File: config.mk
export PLATFORM = sky130hd
export DESIGN_NAME = capture_scheduler
export DESIGN_NICKNAME = d
export VERILOG_FILES = /design/src/rtl/capture_pkg.sv /design/src/rtl/sat_counter.sv /design/src/rtl/capture_scheduler.sv
export SDC_FILE = /design/constraint.sdc
export NUM_CORES = 1
export LEC_CHECK = 0
export ABC_AREA = 1
export CAP_MARGIN = 20
export CORE_UTILIZATION = 60
export CTS_CLUSTER_DIAMETER = 60
export DETAILED_ROUTE_END_ITERATION = 8
export HOLD_SLACK_MARGIN = 0.03
export PLACE_DENSITY = 0.83
export SLEW_MARGIN = 20
export SYNTH_ARGS = -nofsm -noshare
export SYNTH_HDL_FRONTEND = slang
export SYNTH_SLANG_ARGS = --single-unit
File: constraint.sdc
create_clock -name clk_in -period 8.48 [get_ports clk_in]
set_clock_uncertainty 0.15 [all_clocks]
set_input_delay 1.272 -clock clk_in [delete_from_list [all_inputs] [get_ports clk_in]]
set_output_delay 1.272 -clock clk_in [all_outputs]
set_load 0.02 [all_outputs]
File: src/rtl/capture_pkg.sv
// Shared definitions for the linear-sensor capture scheduler.
// Holds the state encoding and the sensor timing constants.
package capture_pkg;

    typedef enum logic [1:0] {
        ST_IDLE  = 2'd0,
        ST_START = 2'd1,
        ST_WAIT  = 2'd2,
        ST_HOLD  = 2'd3
    } state_t;

    localparam int SENSOR_CYCLE_LEN    = 577;
    localparam int DEFAULT_TIMEOUT_CYC = 1024;

endpackage

File: src/rtl/sat_counter.sv
// Saturating up-counter with synchronous clear and a terminal-compare flag.
// 'reached' is high whenever the count is at or beyond 'term'.
module sat_counter #(
    parameter int W = 16
) (
    input  logic         clk_in,
    input  logic         reset_in,
    input  logic         clear,
    input  logic         en,
    input  logic [W-1:0] term,
    output logic         reached
);

    logic [W-1:0] count;

    // Count up while enabled, hold at all-ones instead of wrapping
    always_ff @(posedge clk_in) begin
        if (reset_in || clear) begin
            count <= {W{1'b0}};
        end else if (en && (count != {W{1'b1}})) begin
            count <= count + W'(1);
        end else begin
            count <= count;
        end
    end

    assign reached = (count >= term);

endmodule

File: src/rtl/capture_scheduler.sv
// Issues start_capture pulses to the sensor reader in single-shot or continuous
// mode, tracks completion and timeout, and reports frame count and sticky errors.
module capture_scheduler
    import capture_pkg::*;
#(
    parameter int PERIOD_W    = 16,
    parameter int TIMEOUT_CYC = DEFAULT_TIMEOUT_CYC,
    parameter int FCNT_W      = 16
) (
    input  logic                clk_in,
    input  logic                reset_in,
    input  logic                enable,
    input  logic                continuous,
    input  logic                sw_trigger,
    input  logic [PERIOD_W-1:0] period,
    input  logic                clear_err,
    input  logic                capture_complete,
    output logic                start_capture,
    output logic                busy,
    output logic                frame_done,
    output logic [FCNT_W-1:0]   frame_count,
    output logic                overrun,
    output logic                timeout_err
);

    localparam int              TO_W    = $clog2(TIMEOUT_CYC) + 1;
    localparam logic [TO_W-1:0] TO_TERM = TO_W'(TIMEOUT_CYC - 1);

    state_t              state;
    logic [PERIOD_W-1:0] per_reg;
    logic [PERIOD_W-1:0] per_term;
    logic                per_done;
    logic                to_done;
    logic                expired;
    logic                enter_start;
    logic                ovr_evt;
    logic                to_evt;

    // Expiry compare point: start-to-start interval minus one, floored at zero
    always_comb begin
        per_term = {PERIOD_W{1'b0}};
        if (per_reg != {PERIOD_W{1'b0}}) begin
            per_term = per_reg - PERIOD_W'(1);
        end else begin
            per_term = {PERIOD_W{1'b0}};
        end
    end

    // Timers are cleared on the edge entering START so they read 0 during START
    always_comb begin
        enter_start = 1'b0;
        if (enable) begin
            case (state)
                ST_IDLE: enter_start = continuous | sw_trigger;
                ST_HOLD: enter_start = continuous & per_done;
                default: enter_start = 1'b0;
            endcase
        end else begin
            enter_start = 1'b0;
        end
    end

    // Error events; period expiry only counts once per frame and only when free-running
    always_comb begin
        ovr_evt = 1'b0;
        to_evt  = 1'b0;
        if (enable) begin
            ovr_evt = ((state == ST_WAIT) && continuous && per_done && !expired)
                   || (((state == ST_START) || (state == ST_WAIT)) && !continuous && sw_trigger);
            to_evt  = (state == ST_WAIT) && to_done && !capture_complete;
        end else begin
            ovr_evt = 1'b0;
            to_evt  = 1'b0;
        end
    end

    sat_counter #(.W(PERIOD_W)) u_period_timer (
        .clk_in   (clk_in),
        .reset_in (reset_in),
        .clear    (enter_start),
        .en       (state != ST_IDLE),
        .term     (per_term),
        .reached  (per_done)
    );

    sat_counter #(.W(TO_W)) u_timeout_timer (
        .clk_in   (clk_in),
        .reset_in (reset_in),
        .clear    (enter_start),
        .en       ((state == ST_START) || (state == ST_WAIT)),
        .term     (TO_TERM),
        .reached  (to_done)
    );

    // Scheduler FSM with registered outputs
    always_ff @(posedge clk_in) begin
        if (reset_in) begin
            state         <= ST_IDLE;
            per_reg       <= {PERIOD_W{1'b0}};
            expired       <= 1'b0;
            start_capture <= 1'b0;
            busy          <= 1'b0;
            frame_done    <= 1'b0;
            frame_count   <= {FCNT_W{1'b0}};
            overrun       <= 1'b0;
            timeout_err   <= 1'b0;
        end else begin
            start_capture <= 1'b0;
            frame_done    <= 1'b0;

            if (ovr_evt) begin
                overrun <= 1'b1;
            end else if (clear_err) begin
                overrun <= 1'b0;
            end else begin
                overrun <= overrun;
            end

            if (to_evt) begin
                timeout_err <= 1'b1;
            end else if (clear_err) begin
                timeout_err <= 1'b0;
            end else begin
                timeout_err <= timeout_err;
            end

            if (state == ST_START) begin
                expired <= 1'b0;
            end else if ((state == ST_WAIT) && per_done) begin
                expired <= 1'b1;
            end else begin
                expired <= expired;
            end

            if (!enable) begin
                state <= ST_IDLE;
                busy  <= 1'b0;
            end else begin
                case (state)
                    ST_IDLE: begin
                        if (enter_start) begin
                            state         <= ST_START;
                            start_capture <= 1'b1;
                            busy          <= 1'b1;
                        end else begin
                            state <= ST_IDLE;
                            busy  <= 1'b0;
                        end
                    end
                    ST_START: begin
                        state   <= ST_WAIT;
                        per_reg <= period;
                        busy    <= 1'b1;
                    end
                    ST_WAIT: begin
                        if (capture_complete) begin
                            frame_done  <= 1'b1;
                            frame_count <= frame_count + FCNT_W'(1);
                            busy        <= 1'b0;
                            state       <= continuous ? ST_HOLD : ST_IDLE;
                        end else if (to_done) begin
                            busy  <= 1'b0;
                            state <= ST_IDLE;
                        end else begin
                            busy  <= 1'b1;
                            state <= ST_WAIT;
                        end
                    end
                    ST_HOLD: begin
                        if (!continuous) begin
                            state <= ST_IDLE;
                            busy  <= 1'b0;
                        end else if (enter_start) begin
                            state         <= ST_START;
                            start_capture <= 1'b1;
                            busy          <= 1'b1;
                        end else begin
                            state <= ST_HOLD;
                            busy  <= 1'b0;
                        end
                    end
                    default: begin
                        state <= ST_IDLE;
                        busy  <= 1'b0;
                    end
                endcase
            end
        end
    end

endmodule

==> key figures <==
Final layout
  – Final Net Count: 663
  – Multi-input logic area: 0.00229 sq mm
  – Layout area overhead: 16.2%
  – Layout cell share with drive strength beyond 1: 7.75%
  – Fill cell count: 529
  – Final Non-Filler Cells: 696
  – Register Area: 0.00134 sq mm
  – Ant diodes: 0

Drt
  – Initial DRC count: 155
  – Met2 Wirelength: 4410 microns
  – Drt drc: 0
  – DR vias/cell: 5.27
  – Final ANT Viol Nets: 0
  – Met1 wire length: 4000 microns
  – Routed wire length: 8930 microns
  – Drt pass-1 iters: 4
  – Metal3 WL: 344 microns
  – DR vias: 3666
  – Wirelength per Cell: 12.8 microns
  – Top Layer Used: met4

CTS
  – Reg clk slew, reported paths: 70 ps
  – CTS Hold Bufs: 0
  – Number of setup buffers added after CTS: 0
  – CTS max path bufs: 2
  – Clk_lat worst skew: 340 ps
  – CTS Buf Count: 9
  – CTS root buf: clkbuf_8
  – Sink Count: 67
  – CTS tree: done
  – H-Tree Depth: 3
  – Post_cts resized: 0

Timing
  – Hold slack: 317 ps
  – Slew Viols, Final: 0
  – Crit share post-route: 41.4%
  – Relative slew slack: 47.6%
  – RSZ-0062 raised after global routing: no
  – Worst Tran Pin Value: 785 ps
  – Tmin final: 3510 ps
  – Final setup vio count: 0
  – Final hold violation count: 0
  – Max Fclk: 285 MHz
  – Fin Setup TNS: 0 ps

Yosys
  – Complex-gate fraction of the synthesized area: 11.5%
  – Post-synth EDFFs: 0
  – Synth top area share: 33.8%
  – Adder-cell area share of the yosys netlist: 7.88%
  – Flops & latches, synth: 67
  – Xor and xnor area share after synthesis: 6.18%
  – Synth Instances: 570
  – Synth Cell Area: 0.00397 sq mm
  – Portion of netlist area occupied by mux cells: 0%
  – Top cells by area, synth: dfxtp_1, nand2_1, nor2_1, ha_1, a21oi_1
  – Area leader, netlist: dfxtp_1
  – Synthesized netlist net count: 618
  – Post-synthesis simple-gate area fraction: 32.2%
  – Synth Flop Type: dfxtp_1
  – Yosys warns: 0
  – Register area share after synthesis: 33.8%
  – Largest family of logic cells by synthesized area: simple AND/OR/NAND/NOR gates
  – Yosys cell types: 34
  – Synth Area per Inst: 6.96 sq um
  – Ys async rst share: 0%

GRT
  – GRT Residual Overflow: 0
  – First-pass GRT wire length: 15000 microns
  – Gr usage total: 26.5%
  – Vias in the first global route: 3544
  – Largest net degree at the start of global routing: 32
  – Initial antenna violation count: 0

Worst hold path
  – Min-Delay Path Depth: 2
  – Hold Path End: timeout_err$_SDFFE_PP0P_
  – Hold crit path type: reg2reg
  – Hold Crit Start: timeout_err$_SDFFE_PP0P_

Critical path
  – Critical path's slowest cell: nand4_1
  – Most used cell, CP: nand2_1
  – RR Endpoint: u_period_timer.count[11]$_SDFFE_PP0P_
  – WP data required: 8580 ps
  – R2r worst-path depth: 19
  – Crit path largest cell delay: 400 ps
  – Setup Crit Path Kind: reg2reg
  – Worst path arrival time: 3610 ps
  – Critical path endpoint category: register
  – Reg-to-Reg Start: per_reg[12]$_SDFFE_PP0P_
  – Max Fanout on Critical Path: 27
  – CP Launch Type: register
  – Crit path cell chain: nor2_1 -> inv_1 -> nor4_1 -> nand4_1 -> nand2_1 -> ha_1 -> nand2_1 -> inv_1 -> nand2_1 -> nor2_1 -> nor2_1 -> nand2_1 -> nand2_1 -> nand2_1 -> nand2_1 -> nand2_1 -> nand2_2 -> nand2_2 -> a21oi_1
  – FF-to-FF setup slack: 4970 ps

Die
  – Core box area: 0.00635 sq mm
  – Die area: 0.00694 sq mm
  – Rows: 29
  – Die Height: 83.3 microns
  – Die Span X: 83.3 microns
  – Starting Density: 62.5%
  – IO Pins: 44

Place
  – IO Port Bufs: 43
  – Gp weighted congestion: 0.890
  – Dpl hpwl: 6580 microns
  – Placed insts: 681

Run status
  – Status: finished, final reports clean

Power
  – Pwr dens: 153 mW/mm^2
  – Worst vdd ir: 0.112 mV
  – Lkg Pwr: 0.00202 uW

Run
  – Max-cap check violation count: 0
Yosys cell counts, drive strengths merged, types with 2 or more instances:
| cell type | n |
|---|---|
| clkbuf | 6 |
| nand3b | 3 |
| nand3 | 22 |
| nand2 | 123 |
| buf | 3 |
| and3 | 2 |
| xor2 | 21 |
| o211ai | 3 |
| nor4 | 5 |
| dfxtp | 67 |
| ha | 25 |
| nor2 | 90 |
| xnor2 | 7 |
| o21ai | 32 |
| or2 | 6 |
| nand4 | 9 |
| inv | 78 |
| a21oi | 47 |
| nor3 | 16 |
| o21a | 3 |
layout by cell type (no fill, tap or decap), drive strengths merged, types with 7 or more instances in the layout:
master	synthesis	routed
nand2	123	123
nor2	90	90
inv	78	78
dfxtp	67	67
a21oi	47	47
clkdlybuf4s50	0	43
o21ai	32	32
ha	25	25
nand3	22	22
xor2	21	21
nor3	16	16
clkbuf	6	12
nand4	9	9
xnor2	7	7
area by class of cell:
type	count	area share [%]
Timing Repair Buffer	43	9.33
Inverter	78	6.35
Clock buffer	12	3.15
Clock inverter	3	0.325
Tap cell	77	2.09
Sequential cell	67	29.1
Multi-Input combinational cell	416	49.7
cells by family (layout without fill, tap and decap cells):
family / count (synthesis) / in the layout
buf+inv: 87 / 136
xor+xnor: 28 / 28
flops: 67 / 67
fa+ha+maj: 25 / 25
simple gates: 276 / 276
compound gates: 87 / 87
where the power goes:
| group | internal (uW) | switching, uW | leakage, uW |
|---|---|---|---|
| clock network | 111 | 118 | 0.0000860 |
| registers | 319 | 5.17 | 0.000541 |
| logic | 58.5 | 92.3 | 0.00139 |
| total | 489 | 215 | 0.00202 |
how the worst max path moves through the flow:
stage	startpoint	depth (start not counted)	slack, ps	to
2_1_floorplan	per_reg[0]$_SDFFE_PP0P_	19	5790	u_timeout_timer.count[8]$_SDFFE_PP0P_
3_3_place_gp	reset_in	4	5020	u_period_timer.count[1]$_SDFFE_PP0P_
3_5_place_dp	reset_in	4	4900	u_period_timer.count[11]$_SDFFE_PP0P_
4_1_cts	per_reg[10]$_SDFFE_PP0P_	19	5090	u_period_timer.count[11]$_SDFFE_PP0P_
5_1_grt	per_reg[12]$_SDFFE_PP0P_	19	4720	u_period_timer.count[9]$_SDFFE_PP0P_
6_report	per_reg[12]$_SDFFE_PP0P_	19	4970	u_period_timer.count[11]$_SDFFE_PP0P_
through the flow:
stage	total power [uW]	setup WS, ps	area (sq um)	util [%]
after floorplan	439	5790	3970	-
after global placement	471	5020	4450	70.1
after detailed placement	481	4900	4450	70.1
after CTS	708	5090	4610	72.7
after global routing	745	4720	4610	72.7
final	705	4970	4610	72.7
critical path: cells and delay by family, from the launching register on:
| kind | cells | cell delay, ps |
|---|---|---|
| AO/OA/AOI/OAI | 1 | 270 |
| adder cells (fa/ha/maj) | 1 | 270 |
| buffers and inverters | 2 | 130 |
| flip-flops | 1 | 360 |
| AND/OR/NAND/NOR | 15 | 2220 |
layer usage:
metal  track usage [%]  vias to the layer above
li1                  -                     1913
met1              31.5                     1648
met2              46.3                       85
met3              5.86                       20
met4              10.5                        0
met5                 0                        -
(Power assumes the default switching activity.)
